## src/rtl/cpu_pkg.sv

```systemverilog
// Shared CPU pipeline definitions: encodings, constants and stage payloads.
package cpu_pkg;

  localparam int unsigned CPU_PC_W    = 64;
  localparam int unsigned CPU_INSTR_W = 32;

  // ARM NOP; the only instruction value a bubble may carry
  localparam logic [31:0] NOP = 32'hD503201F;

  // Sequential fetch step in bytes
  localparam int unsigned PC_INC = 4;

  // IF/ID payload seen by decode and the hazard unit
  typedef struct packed {
    logic [CPU_PC_W-1:0]    pc;
    logic [CPU_INSTR_W-1:0] instr;
    logic                   valid;
  } if_id_t;

endpackage

```

## src/rtl/en_reg.sv

```systemverilog
// Enabled register with async reset and synchronous clear (clear wins over enable).
module en_reg #(
  parameter int unsigned     W       = 1,
  parameter logic [W-1:0]    RST_VAL = '0,
  parameter logic [W-1:0]    CLR_VAL = '0
) (
  input  logic         clk,
  input  logic         reset,
  input  logic         i_en,
  input  logic         i_clr,
  input  logic [W-1:0] i_d,
  output logic [W-1:0] o_q
);

  logic [W-1:0] r_q;

  // Hold when enable is low; clear loads CLR_VAL regardless of enable
  always_ff @(posedge clk or posedge reset) begin
    if (reset) begin
      r_q <= RST_VAL;
    end else if (i_clr) begin
      r_q <= CLR_VAL;
    end else if (i_en) begin
      r_q <= i_d;
    end
  end

  assign o_q = r_q;

endmodule

```

## src/rtl/fetch_stage.sv

```systemverilog
// Instruction-fetch stage: PC register plus IF/ID pipeline register.
module fetch_stage
  import cpu_pkg::*;
#(
  parameter int unsigned        PC_W     = 64,
  parameter int unsigned        INSTR_W  = 32,
  parameter logic [PC_W-1:0]    RESET_PC = '0
) (
  input  logic               clk,
  input  logic               reset,
  input  logic               stall,
  input  logic               redirect,
  input  logic [PC_W-1:0]    redirect_pc,
  output logic [PC_W-1:0]    imem_addr,
  input  logic [INSTR_W-1:0] imem_data,
  output logic [PC_W-1:0]    if_id_pc,
  output logic [INSTR_W-1:0] if_id_instr,
  output logic               if_id_valid
);

  localparam int unsigned IFID_W = PC_W + INSTR_W + 1;
  localparam logic [IFID_W-1:0] IFID_RST = {PC_W'(0), INSTR_W'(NOP), 1'b0};

  logic              w_en;
  logic [PC_W-1:0]   w_pc;
  logic [PC_W-1:0]   w_target;
  logic [PC_W-1:0]   w_pc_next;
  logic [IFID_W-1:0] w_if_id_d;
  logic [IFID_W-1:0] w_if_id_q;

  // Redirect overrides a stall; otherwise stall freezes both registers
  assign w_en      = ~stall | redirect;
  // Targets are word aligned: drop the two low address bits
  assign w_target  = redirect_pc & ~PC_W'(3);
  // Next PC: redirect target or sequential, wrapping modulo 2^PC_W
  assign w_pc_next = redirect ? w_target : w_pc + PC_W'(PC_INC);
  assign w_if_id_d = {w_pc, imem_data, 1'b1};

  en_reg #(
    .W       (PC_W),
    .RST_VAL (RESET_PC),
    .CLR_VAL ('0)
  ) u_pc_reg (
    .clk   (clk),
    .reset (reset),
    .i_en  (w_en),
    .i_clr (1'b0),
    .i_d   (w_pc_next),
    .o_q   (w_pc)
  );

  // Redirect clears IF/ID to a bubble, discarding the wrong-path fetch
  en_reg #(
    .W       (IFID_W),
    .RST_VAL (IFID_RST),
    .CLR_VAL (IFID_RST)
  ) u_if_id_reg (
    .clk   (clk),
    .reset (reset),
    .i_en  (w_en),
    .i_clr (redirect),
    .i_d   (w_if_id_d),
    .o_q   (w_if_id_q)
  );

  assign imem_addr   = w_pc;
  assign if_id_pc    = w_if_id_q[IFID_W-1 -: PC_W];
  assign if_id_instr = w_if_id_q[INSTR_W:1];
  assign if_id_valid = w_if_id_q[0];

endmodule

```

## config.mk

```make
export PLATFORM = sky130hd
export DESIGN_NAME = fetch_stage
export DESIGN_NICKNAME = d
export VERILOG_FILES = /design/src/rtl/cpu_pkg.sv /design/src/rtl/en_reg.sv /design/src/rtl/fetch_stage.sv
export SDC_FILE = /design/constraint.sdc
export NUM_CORES = 1
export LEC_CHECK = 0
export ABC_AREA = 1
export BUFFER_PORTS_ARGS = -buffer_cell sky130_fd_sc_hd__buf_2
export CAP_MARGIN = 20
export CORE_MARGIN = 10
export CORE_UTILIZATION = 52
export DETAILED_ROUTE_END_ITERATION = 8
export PLACE_DENSITY = 0.81
export SKIP_LAST_GASP = 1
export SLEW_MARGIN = 40
export SYNTH_ARGS = -nofsm -noshare
export SYNTH_HDL_FRONTEND = slang
export SYNTH_SLANG_ARGS = --single-unit
```

## constraint.sdc

```tcl
create_clock -name clk -period 6.4 [get_ports clk]
set_input_delay 0.32 -clock clk [delete_from_list [all_inputs] [get_ports clk]]
set_output_delay 0.32 -clock clk [all_outputs]
set_load 0.05 [all_outputs]
```

=== Word-level counts from Yosys, hierarchy flattened ===
Index checks and enable logic that the tools add are counted.

* Bits in registers: 161
* Latch bits: 0
* RAM bits: 0
* ROM bits: 0
* Input bits: 100
* Output and inout port bits: 161
* Logic and storage cells: 9
* Memories: 0

* $add $sub $neg: 1
* Multipliers: 0
* Div/mod/pow operators: 0
* $lt $le $gt $ge: 0
* Eq/ne operators: 0
* Shift-type cells: 0
* Muxes and demuxes: 3
* Bitwise logic cells: 2
* Reduce and logical (&&, ||, !) cells: 1

{| class="wikitable"
|+ Operators with widths
! cell !! count
|-
| $mux 97 || 2
|-
| $add 64x3->64 const B || 1
|-
| $mux 64 || 1
|-
| $reduce_bool 2->1 || 1
|-
| $not 1->1 || 1
|-
| $or 1x1->1 || 1
|}

=== Logic depth before layout (Yosys ltp) ===
Gate-level depths: netlist (run 1).

* Word-level depth: 4
* Gate-level depth with buffers: 12
* Mapped depth without buffers: 12

=== Cells and area by module ===
Synthesis (run 1) repeated with hierarchy kept, for this count alone.

* Cell total of the unflattened synthesis: 1315
* Area, all modules: 9166.3 µm²

{| class="wikitable"
|+ By module, submodules not included
! module !! instances !! cells each !! area each (µm²) !! sequential area each (µm²)
|-
| en_reg (u_if_id_reg) || 1 || 422 || 3828.7 || 2443.6
|-
| fetch_stage || 1 || 615 || 2751.4 || 0.0
|-
| en_reg (u_pc_reg) || 1 || 278 || 2586.2 || 1601.5
|}

=== Worst setup path after synthesis (run 1) ===
Ideal clock, no wire load.

* Path type: reg2reg
* Start point: register u_pc_reg.r_q[3], in the netlist u_pc_reg.o_q[3]
* End point: register u_pc_reg.r_q[46], in the netlist u_pc_reg.o_q[46]
* Setup time: 118 ps
* Arrival time: 1839 ps
* Slack: 4443 ps
* Stages on the path, launching flop included: 13
* Period minus slack after synthesis: 1957 ps
* Cell sequence: dfrtp_1 -> ha_1 -> nand2_2 -> nor2_4 -> nand2_4 -> inv_1 -> nand2_1 -> nor2_1 -> nand2_1 -> nand2_1 -> nand3_1 -> nand2_1 -> nand2_1

* Word-level cells in the longest chain between the ends: 2

{| class="wikitable"
|+ Ends and longest elaborated chain
! item !! line !! RTL
|-
| start, declared || en_reg.sv:15 || <nowiki>logic [W-1:0] r_q;</nowiki>
|-
| start signal, assigned || en_reg.sv:24 || <nowiki>r_q <= i_d;</nowiki>
|-
| $add 64x3->64 || fetch_stage.sv:36 || <nowiki>assign w_pc_next = redirect ? w_target : w_pc + PC_W'(PC_INC);</nowiki>
|-
| $mux 64 || fetch_stage.sv:36 ||
|}

Every way passes these cells.
A chain may end at the register's enable or synchronous reset.

=== Final worst setup path (run 1) ===
* Start point: input redirect
* End point: register u_pc_reg.r_q[9], in the netlist u_pc_reg.o_q[9]

* Word-level cells in the longest chain between the ends: 1

{| class="wikitable"
|+ Ends and longest elaborated chain
! item !! line !! RTL
|-
| start, declared || fetch_stage.sv:12 || <nowiki>input logic redirect,</nowiki>
|-
| $mux 64 or $or 1x1->1 (tied branches) || fetch_stage.sv:36, fetch_stage.sv:32 ||
|}

Several ways; a longest one is shown, not always the timed one.

==> results_dict.tcl, run 1 <==
set metrics [dict create \
    worstPathMaxFanout 52 \
    synthArstFlopShare_pct 100 \
    antenna_found_initial 1 \
    synth_cells 1152 \
    post_dp_cell_area_mm2 0.00992 \
    required_ps 6690 \
    run_status "finished with violations" \
    die-area_mm2 0.0219 \
    hold_viol 33 \
    fmax_ghz 0.425 \
    synth_edf_count 0 \
    cts_tree "done" \
    critPathTopFamily "buffers and inverters" \
    finalCritPeriodShare_pct 36.7 \
    area_growth_pct 22.9 \
    initial_core_util_pct 53.4 \
    post_cts_resized 0 \
    critPathSlowestCell "clkinv_2" \
    postCtsSetupBuffers 0 \
    drt-pass1-iter-count 5 \
    ys_warn_count 0 \
    synth_cell_types 36 \
    vias 8716 \
    hp-class "input port to asynchronous set/reset pin" \
    synth-xor-area-share_pct 0.308 \
    synth-adder-area-share_pct 0.146 \
    cts_buffers 17 \
    startpoint_type "input port" \
    vias_per_cell 5.39 \
    place_congestion 0.961 \
    setup_viol 0 \
    dp_hpwl_um 22200 \
    ir_drop_v 0.000198 \
    synth_top_family_by_area "simple AND/OR/NAND/NOR gates" \
    grt_pass1_wl_um 47000 \
    maxCapViolations 0 \
    drtIter0Drc 815 \
    wl_per_cell_um 18.4 \
    routed_wl_um 29700 \
    synth_flop_cell "dfrtp_1" \
    ios 261 \
    leakage_nw 5.49 \
    crit_buf_inv 3 \
    drv_slew 0 \
    stdcell_area_mm2 0.0105 \
    p_per_area_mw_per_mm2 283 \
    cts.sinks 158 \
    nNetsFinal 1487 \
    clk_pin_slew_ps 70 \
    grt_overflow 0 \
    chipWidth_um 148 \
    grt_pass1_vias 8348 \
    synth_seq_area_share_pct 46.5 \
    fill_cells 1466 \
    r2r_slack_ps 4250 \
    finalCriticalPeriod_ps 2350 \
    end_kind "flop" \
    path_cells "buf_2 -> clkinv_2 -> buf_4 -> o221ai_1 -> o21ai_0" \
    htreeDepth 4 \
    synth-compound-area-share_pct 15.2 \
    port_buffers 256 \
    netlist_area_mm2 0.00854 \
    cpPeakStageDelay_ps 740 \
    clock_latency_ps 440 \
    hold_buffers 0 \
    gr-usage-all-layers_pct 26.9 \
    post_route_cells_drive_above_1_share_pct 25.2 \
    clockBufferDepth 2 \
    cts_root_buffer "clkbuf_16" \
    fin_tns_setup_ps 0 \
    clock-skew-final_ps 7.79 \
    core_mm2 0.0160 \
    crit_arrival_ps 2640 \
    grt_max_degree 96 \
    drc_errors 0 \
    syn_avg_cell_area_um2 7.41 \
    worstSetupPathType "input port to flop" \
    worstMarginPinSlew_ps 783 \
    rsz0062_at_grt "false" \
    synth_mux_area_share_pct 0 \
    die_h_um 148 \
    synth-seq-cells 158 \
    postRouteAntennaNets 0 \
    yosys.area_share.simple_pct 29.5 \
    whs_ps -7.14 \
    slew_headroom_pct 47.8 \
    rows 46 \
    violations "negative hold slack" \
]
-- cells in the final DEF (no fill, tap or decap), types with 3 or more instances in the layout --
cell       instances
o21ai_1           23
nand2_2           18
nand3_1           64
clkinv_2           3
o22ai_1            5
nand4_1            6
clkinv_4           4
dfrtp_1          145
inv_8              3
o22a_1            13
o221ai_1           3
nor2_4             8
inv_1            121
clkbuf_16         17
nor2_2             8
o21bai_1           3
o21ai_0          118
inv_6              5
buf_4              3
a22o_1            24
dfstp_2           13
buf_2            256
nor2_8             3
inv_2              3
a21oi_1           12
o211ai_1          14
nand2_1          370
nor2_1           115
-- cells in the mapped netlist, types with 2 or more instances --
cell type    n  share of area (%)
nor2_4       7               0.92
inv_1      123                5.4
dfrtp_1    145                 42
nand2_2     18                1.3
o211ai_1    14                1.2
dfstp_2     13                4.0
o21ai_0    118                6.9
nand2_4      2               0.26
a211oi_1     2               0.18
a22o_1      24                2.5
buf_2       23                1.3
nand4_1      6               0.44
a21oi_1     12               0.70
xor2_1       2               0.21
nor2_8       3               0.70
o21ai_1     23                1.3
nor2_1     115                5.1
inv_2        3               0.13
buf_4        4               0.35
o22a_1      13                1.3
nor2_2       9               0.66
nand3_1     64                3.8
o221ai_1     3               0.31
clkbuf_1    19               0.84
o22ai_1      5               0.37
nand2_1    370                 16
o21bai_1     3               0.26
-- metal layers --
layer / GRT usage [%] / share of wire (%)
met5: 0 / 0
met4: 9.22 / 2.4
met3: 6.28 / 8.7
met2: 42.8 / 47
met1: 35.3 / 42
-- cells by family (layout without fill, tap and decap cells) --
group,after synthesis,in the layout
adder cells (fa/ha/maj),1,1
AND/OR/NAND/NOR,596,596
AO/OA/AOI/OAI,218,218
XOR/XNOR,3,3
buffers and inverters,175,421
flip-flops,158,158
other,1,3
-- flip-flops by register name (all words and copies together), names as in the netlist --
register         flops
u_if_id_reg.o_q     96
u_pc_reg.o_q        62
-- area by class of cell --
| type | count | area [um2] | share of cell area (%) |
|---|---|---|---|
| timing repair buffer | 262 | 1340 | 12.8 |
| antenna | 1 | 2.50 | 0.0238 |
| clock buffer | 17 | 425 | 4.05 |
| clock inverter | 15 | 126 | 1.20 |
| tap | 216 | 270 | 2.58 |
| sequential | 158 | 3970 | 37.8 |
| inverter | 127 | 488 | 4.65 |
| multi-input combinational | 820 | 3870 | 36.9 |
-- power breakdown --
| part | internal [W] | switching [W] | total [W] |
|---|---|---|---|
| combinational | 0.000184 | 0.000622 | 0.000805 |
| sequential | 0.00109 | 0.000106 | 0.00120 |
| clock | 0.000508 | 0.000457 | 0.000964 |
| total | 0.00179 | 0.00118 | 0.00297 |
-- path summary, 6_finish.rpt --
check / from / end / cells after the start
worst max-delay path: redirect / u_pc_reg.o_q[9] / 5
worst min-delay path: reset / u_if_id_reg.o_q[30] / 2
worst max register to register: u_pc_reg.o_q[3] / u_pc_reg.o_q[36] / 10
worst min register to register: u_if_id_reg.o_q[36] / u_if_id_reg.o_q[36] / 2
max in group asynchronous: reset / u_if_id_reg.o_q[84] / 3
min in group clk: imem_data[17] / u_if_id_reg.o_q[18] / 2
-- through the flow --
stage,setup slack [ps],power [W],std cells,hold slack (ps),utilization (%)
2_1_floorplan,1840,0.00178,1153,466,-
3_3_place_gp,3440,0.00200,1582,451,62.0
3_5_place_dp,3650,0.00202,1582,459,62.0
4_1_cts,4110,0.00298,1614,101,65.5
5_1_grt,3860,0.00311,1616,51.9,65.6
6_report,4050,0.00297,1616,-7.14,65.6
No activity file was read; power rests on OpenSTA's default activity.
==> inputs of run 2 (changes only) <==
==> constraint.sdc (replaced) <==
create_clock -name clk -period 2.3 [get_ports clk]
set_input_delay 0.115 -clock clk [delete_from_list [all_inputs] [get_ports clk]]
set_output_delay 0.115 -clock clk [all_outputs]
set_load 0.05 [all_outputs]
==> run 2 against run 1 <==
  * The flow now finishes without violations
  * Highest routed layer unchanged
  * Core utilization grew 5.0 points
  * Final cell count is 4.6% higher
  * Clock power increased to 3.0 times the previous value
  * Non-clock buffer count is 73 higher
==> results_dict.tcl, run 2 (synthesis results as in run 1) <==
set metrics [dict create \
    rsz0062_at_grt "false" \
    antenna_found_initial 1 \
    cts_buffers 17 \
    area_growth_pct 32.2 \
    clockBufferDepth 2 \
    final_cell_mix "370 x nand2_1, 256 x buf_2, 145 x dfrtp_1" \
    finalCritPeriodShare_pct 87.0 \
    grt_pass1_wl_um 49000 \
    ios 261 \
    grt_pass1_vias 8745 \
    die-area_mm2 0.0219 \
    vias 9127 \
    rows 46 \
    end_kind "flop" \
    leakage_nw 5.84 \
    hp-class "input port to flop" \
    post_dp_cell_area_mm2 0.0101 \
    core_mm2 0.0160 \
    place_congestion 0.964 \
    wl_per_cell_um 18.7 \
    postRouteAntennaNets 0 \
    worst_slack_ps 299 \
    layout_commonest_cell "nand2_1" \
    grt_overflow 0 \
    stdcell_area_mm2 0.0113 \
    slew_headroom_pct 48.5 \
    dp_hpwl_um 22800 \
    fmax_ghz 0.500 \
    gr-usage-all-layers_pct 28.2 \
    worstPathMaxFanout 6 \
    setup_viol 0 \
    hold_viol 0 \
    crit_arrival_ps 2330 \
    port_buffers 256 \
    htreeDepth 4 \
    vias_per_cell 5.40 \
    largest_register_ffs 96 \
    cts_root_buffer "clkbuf_16" \
    post_route_cells_drive_above_1_share_pct 24.7 \
    worstMarginPinSlew_ps 772 \
    postCtsSetupBuffers 0 \
    initial_core_util_pct 53.4 \
    finish.utilization_pct 70.6 \
    cts.sinks 158 \
    chipWidth_um 148 \
    drc_errors 0 \
    clock-skew-final_ps 9.52 \
    clock_latency_ps 440 \
    drv_slew 0 \
    fin_tns_setup_ps 0 \
    p_per_area_mw_per_mm2 764 \
    routed_wl_um 31600 \
    post-place-ws_ps 359 \
    maxCapViolations 0 \
    whs_ps 2.49 \
    cts_tree "done" \
    finalCriticalPeriod_ps 2000 \
    drtIter0Drc 808 \
    nNetsFinal 1560 \
    clk_pin_slew_ps 70 \
    drt-pass1-iter-count 6 \
    worstSetupPathType "flop to flop" \
    grt_max_degree 70 \
    die_h_um 148 \
    ir_drop_v 0.000523 \
    required_ps 2630 \
    run_status "finished clean" \
    startpoint_type "flop" \
]
-- run 2: cell count changes in the layout (fill, tap and decap cells not counted), moves of 2 or more --
cell,change
dlygate4sd3_1,+61
buf_6,-2
buf_12,+5
clkinv_2,-3
inv_2,+2
bufinv_16,+2
buf_4,+10
-- run 2: repair_timing --
| action | 4_1_cts | 5_1_grt |
|---|---|---|
| setup endpoints to repair | 0 | 0 |
| gates resized for setup | 0 | 0 |
| hold buffers | 61 | 0 |
| endpoints found under the hold margin | 152 | 0 |
-- run 2: power breakdown --
group          switching, W  total [W]  internal (W)
Combinational       0.00176    0.00236      0.000600
Sequential         0.000298    0.00334       0.00304
Clock               0.00128    0.00292       0.00164
-- run 2: layout make-up --
| cell class | count | area [um2] |
|---|---|---|
| well taps | 216 | 270 |
| clock buffers | 18 | 429 |
| diodes | 2 | 5.00 |
| repair buffers | 335 | 2090 |
| fillers | 1282 | 4710 |
| inverters | 127 | 480 |
| flip-flops and latches | 158 | 3970 |
| multi-input cells | 820 | 3870 |
| clock inverters | 14 | 175 |
-- run 2: metrics by stage --
step	cells	total power, W
final	1690	0.00862
after global routing	1689	0.00899
after CTS	1688	0.00862
after detailed placement	1595	0.00565
after global placement	1595	0.00561
after floorplan	1153	0.00496
-- run 2: worst max-delay path, cell delays in order (launching register included) --
cell and delay [ps]:
dfrtp_1 440, ha_1 220, nand2_2 110, nor2_4 150, nand2_4 100, inv_1 80, nand2_1 70, nor2_1 370
nand2_1 100, nand2_1 70, nand3_1 60, nand2_1 70, nand2_1 40
-- run 2: path summary, 6_finish.rpt --
path / cells after the start / to / from / slack [ps]
max: 12 / u_pc_reg.o_q[46] / u_pc_reg.o_q[3] / 300
max reg2reg: 12 / u_pc_reg.o_q[46] / u_pc_reg.o_q[3] / 300
min: 4 / u_pc_reg.o_q[36] / redirect_pc[36] / 2
max in group asynchronous: 4 / u_if_id_reg.o_q[25] / reset / 1440
min in group asynchronous: 3 / u_if_id_reg.o_q[49] / reset / 170
min reg2reg: 2 / u_if_id_reg.o_q[46] / u_if_id_reg.o_q[46] / 470
-- run 2: metal layers --
metal	GRT usage, %	up-vias	wire (um)
li1	-	4316	-
met1	36.1	4259	13100
met5	0	-	0
met4	11.9	0	1120
met2	44.3	476	14400
met3	7.16	76	3010
==> inputs of run 3 (changes only) <==
--- a/config.mk
+++ b/config.mk
@@ -11,7 +11,9 @@
 export CORE_MARGIN = 10
 export CORE_UTILIZATION = 52
 export DETAILED_ROUTE_END_ITERATION = 8
+export HOLD_SLACK_MARGIN = 0.1
 export PLACE_DENSITY = 0.81
+export SETUP_SLACK_MARGIN = 0.4
 export SKIP_LAST_GASP = 1
 export SLEW_MARGIN = 40
 export SYNTH_ARGS = -nofsm -noshare
==> run 3 against run 2 <==
  * Sequential cell count did not move
  * Clock skew fell by 2.6 ps
  * Die area did not move
  * Setup slack improved by 190 ps
  * Register-to-register slack improved by 190 ps
  * Maximum frequency rose by 10%
  * Critical path depth fell by 1
  * Clock power barely moved
  * Via count rose by 3.5%
  * Critical path type unchanged
  * Highest routed layer unchanged
==> results_dict.tcl, run 3 (synthesis results as in run 1) <==
set metrics [dict create \
    run_status "finished clean" \
    cts_buffers 17 \
    end_kind "flop" \
    drtIter0Drc 943 \
    clk_pin_slew_ps 70 \
    finalCritPeriodShare_pct 78.8 \
    die-area_mm2 0.0219 \
    drv_slew 0 \
    antenna_cells 0 \
    p_switching_w 0.00338 \
    cpPeakStageDelay_ps 450 \
    core_mm2 0.0160 \
    p_seq_share_pct 38.5 \
    fmax_ghz 0.551 \
    internal_power_w 0.00535 \
    htreeDepth 4 \
    startpoint_type "flop" \
    cts.sinks 158 \
    drt-pass1-iter-count 6 \
    grt_pass1_wl_um 50500 \
    initial_core_util_pct 53.4 \
    maxCapViolations 0 \
    required_ps 2630 \
    die_h_um 148 \
    final_cells 1730 \
    place_congestion 0.964 \
    slew_headroom_pct 49.8 \
    area_growth_pct 38.2 \
    grt_max_degree 70 \
    drc_errors 0 \
    setup_viol 0 \
    vias_per_cell 5.46 \
    place_inst 1595 \
    rsz0062_at_grt "false" \
    final_cell_mix "367 x nand2_1, 256 x buf_2, 134 x dfrtp_1" \
    crit_buf_inv 1 \
    p_per_area_mw_per_mm2 739 \
    hp-class "input port to flop" \
    layout_commonest_cell "nand2_1" \
    crit_start "u_pc_reg.o_q[3]" \
    worstMarginPinSlew_ps 754 \
    rows 46 \
    critPathSlowestCell "dfrtp_2" \
    crit_arrival_ps 2140 \
    post_route_cells_drive_above_1_share_pct 26.3 \
    reg2reg_to "u_pc_reg.o_q[42]" \
    ir_drop_v 0.000523 \
    holdPathStages 3 \
    ios 261 \
    chipWidth_um 148 \
    grt_overflow 0 \
    grt_pass1_vias 8941 \
    largest_register_ffs 96 \
    hp-start "redirect_pc[23]" \
    rr_startpoint "u_pc_reg.o_q[3]" \
    fin_tns_setup_ps 0 \
    cts_tree "done" \
    clockBufferDepth 2 \
    antenna_found_initial 0 \
    worstPathMaxFanout 6 \
    switching_share_pct 38.7 \
    worstSetupPathType "flop to flop" \
    cp.depth 11 \
    finalCriticalPeriod_ps 1810 \
    postRouteAntennaNets 0 \
    cts_root_buffer "clkbuf_16" \
    gr-usage-all-layers_pct 28.7 \
    power.share.clock_pct 33.4 \
    clock_latency_ps 440 \
    vias 9443 \
    port_buffers 256 \
    clock-skew-final_ps 6.95 \
    path_cells "ha_4 -> nand2_4 -> nor2_4 -> nand2_4 -> nor2_8 -> buf_4 -> nand2_2 -> o21ai_1 -> nand3_1 -> nand2_1 -> nand2_1" \
    routed_wl_um 32400 \
    leakage_nw 6.04 \
    r2r_slack_ps 490 \
    reg2reg_depth 11 \
    hold_viol 0 \
    whs_ps 151 \
    fill_cells 1190 \
    nNetsFinal 1602 \
    wl_per_cell_um 18.7 \
    hold-path-endpoint "u_pc_reg.o_q[23]" \
    critPathTopFamily "simple AND/OR/NAND/NOR gates" \
    pwr-share-comb_pct 28.1 \
    dp_hpwl_um 22800 \
    finish.utilization_pct 73.7 \
]
[run 3: cell count changes in the layout (fill, tap and decap cells not counted), sizes merged]
cell,before,now
diode,2,0
buf,274,280
dlygate4sd3,61,97
[run 3: metrics by stage]
stage	total power, W	cell area (um2)	setup WS [ps]
after floorplan	0.00496	8550	195
after global placement	0.00561	10100	397
after detailed placement	0.00565	10100	359
after CTS	0.00868	11700	409
after global routing	0.00909	11800	377
final	0.00872	11800	487
[run 3: worst max-delay path by stage]
stage                               endpoint
after global routing        u_pc_reg.o_q[46]
after global placement      u_pc_reg.o_q[46]
after floorplan           u_if_id_reg.o_q[0]
after CTS                   u_pc_reg.o_q[52]
after detailed placement    u_pc_reg.o_q[46]
final                       u_pc_reg.o_q[42]
[run 3: what timing repair did]
action | 4_1_cts | 5_1_grt
buffers inserted | 0 | 6
hold buffers | 97 | 0
pin swaps | 1 | 4
hold endpoints to repair | 241 | 0
endpoints found under the setup margin | 7 | 35
resized for setup | 2 | 37
cloned | 0 | 0
[run 3: routing by layer]
| layer | share of wire, % | track usage, % | wire length, um | vias to the layer above |
|---|---|---|---|---|
| li1 | - | - | - | 4389 |
| met3 | 9.6 | 7.16 | 3100 | 77 |
| met2 | 46 | 45.9 | 15000 | 534 |
| met4 | 3.3 | 11.4 | 1070 | 0 |
| met5 | 0 | 0 | 0 | - |
| met1 | 41 | 36.6 | 13200 | 4443 |
[run 3: worst min-delay path, delay by kind of cell]
kind            cells  cell delay [ps]
compound gates      2              350
buf+inv             1               80
[run 3: layout make-up]
type	instances	area, um2	share of cell area, %
repair buffers	377	2490	21.1
flip-flops and latches	158	3980	33.8
multi-input cells	820	3970	33.6
well taps	216	270	2.29
inverters	127	480	4.07
clock buffers	18	429	3.64
clock inverters	14	175	1.48
[run 3: power by group through the flow]
stage                     sequential (W)  combinational [W]  clock (W)
after global routing             0.00340            0.00262    0.00307
after floorplan                  0.00424           0.000719          0
after global placement           0.00337            0.00224          0
final                            0.00336            0.00245    0.00292
after CTS                        0.00333            0.00241    0.00294
after detailed placement         0.00338            0.00227          0
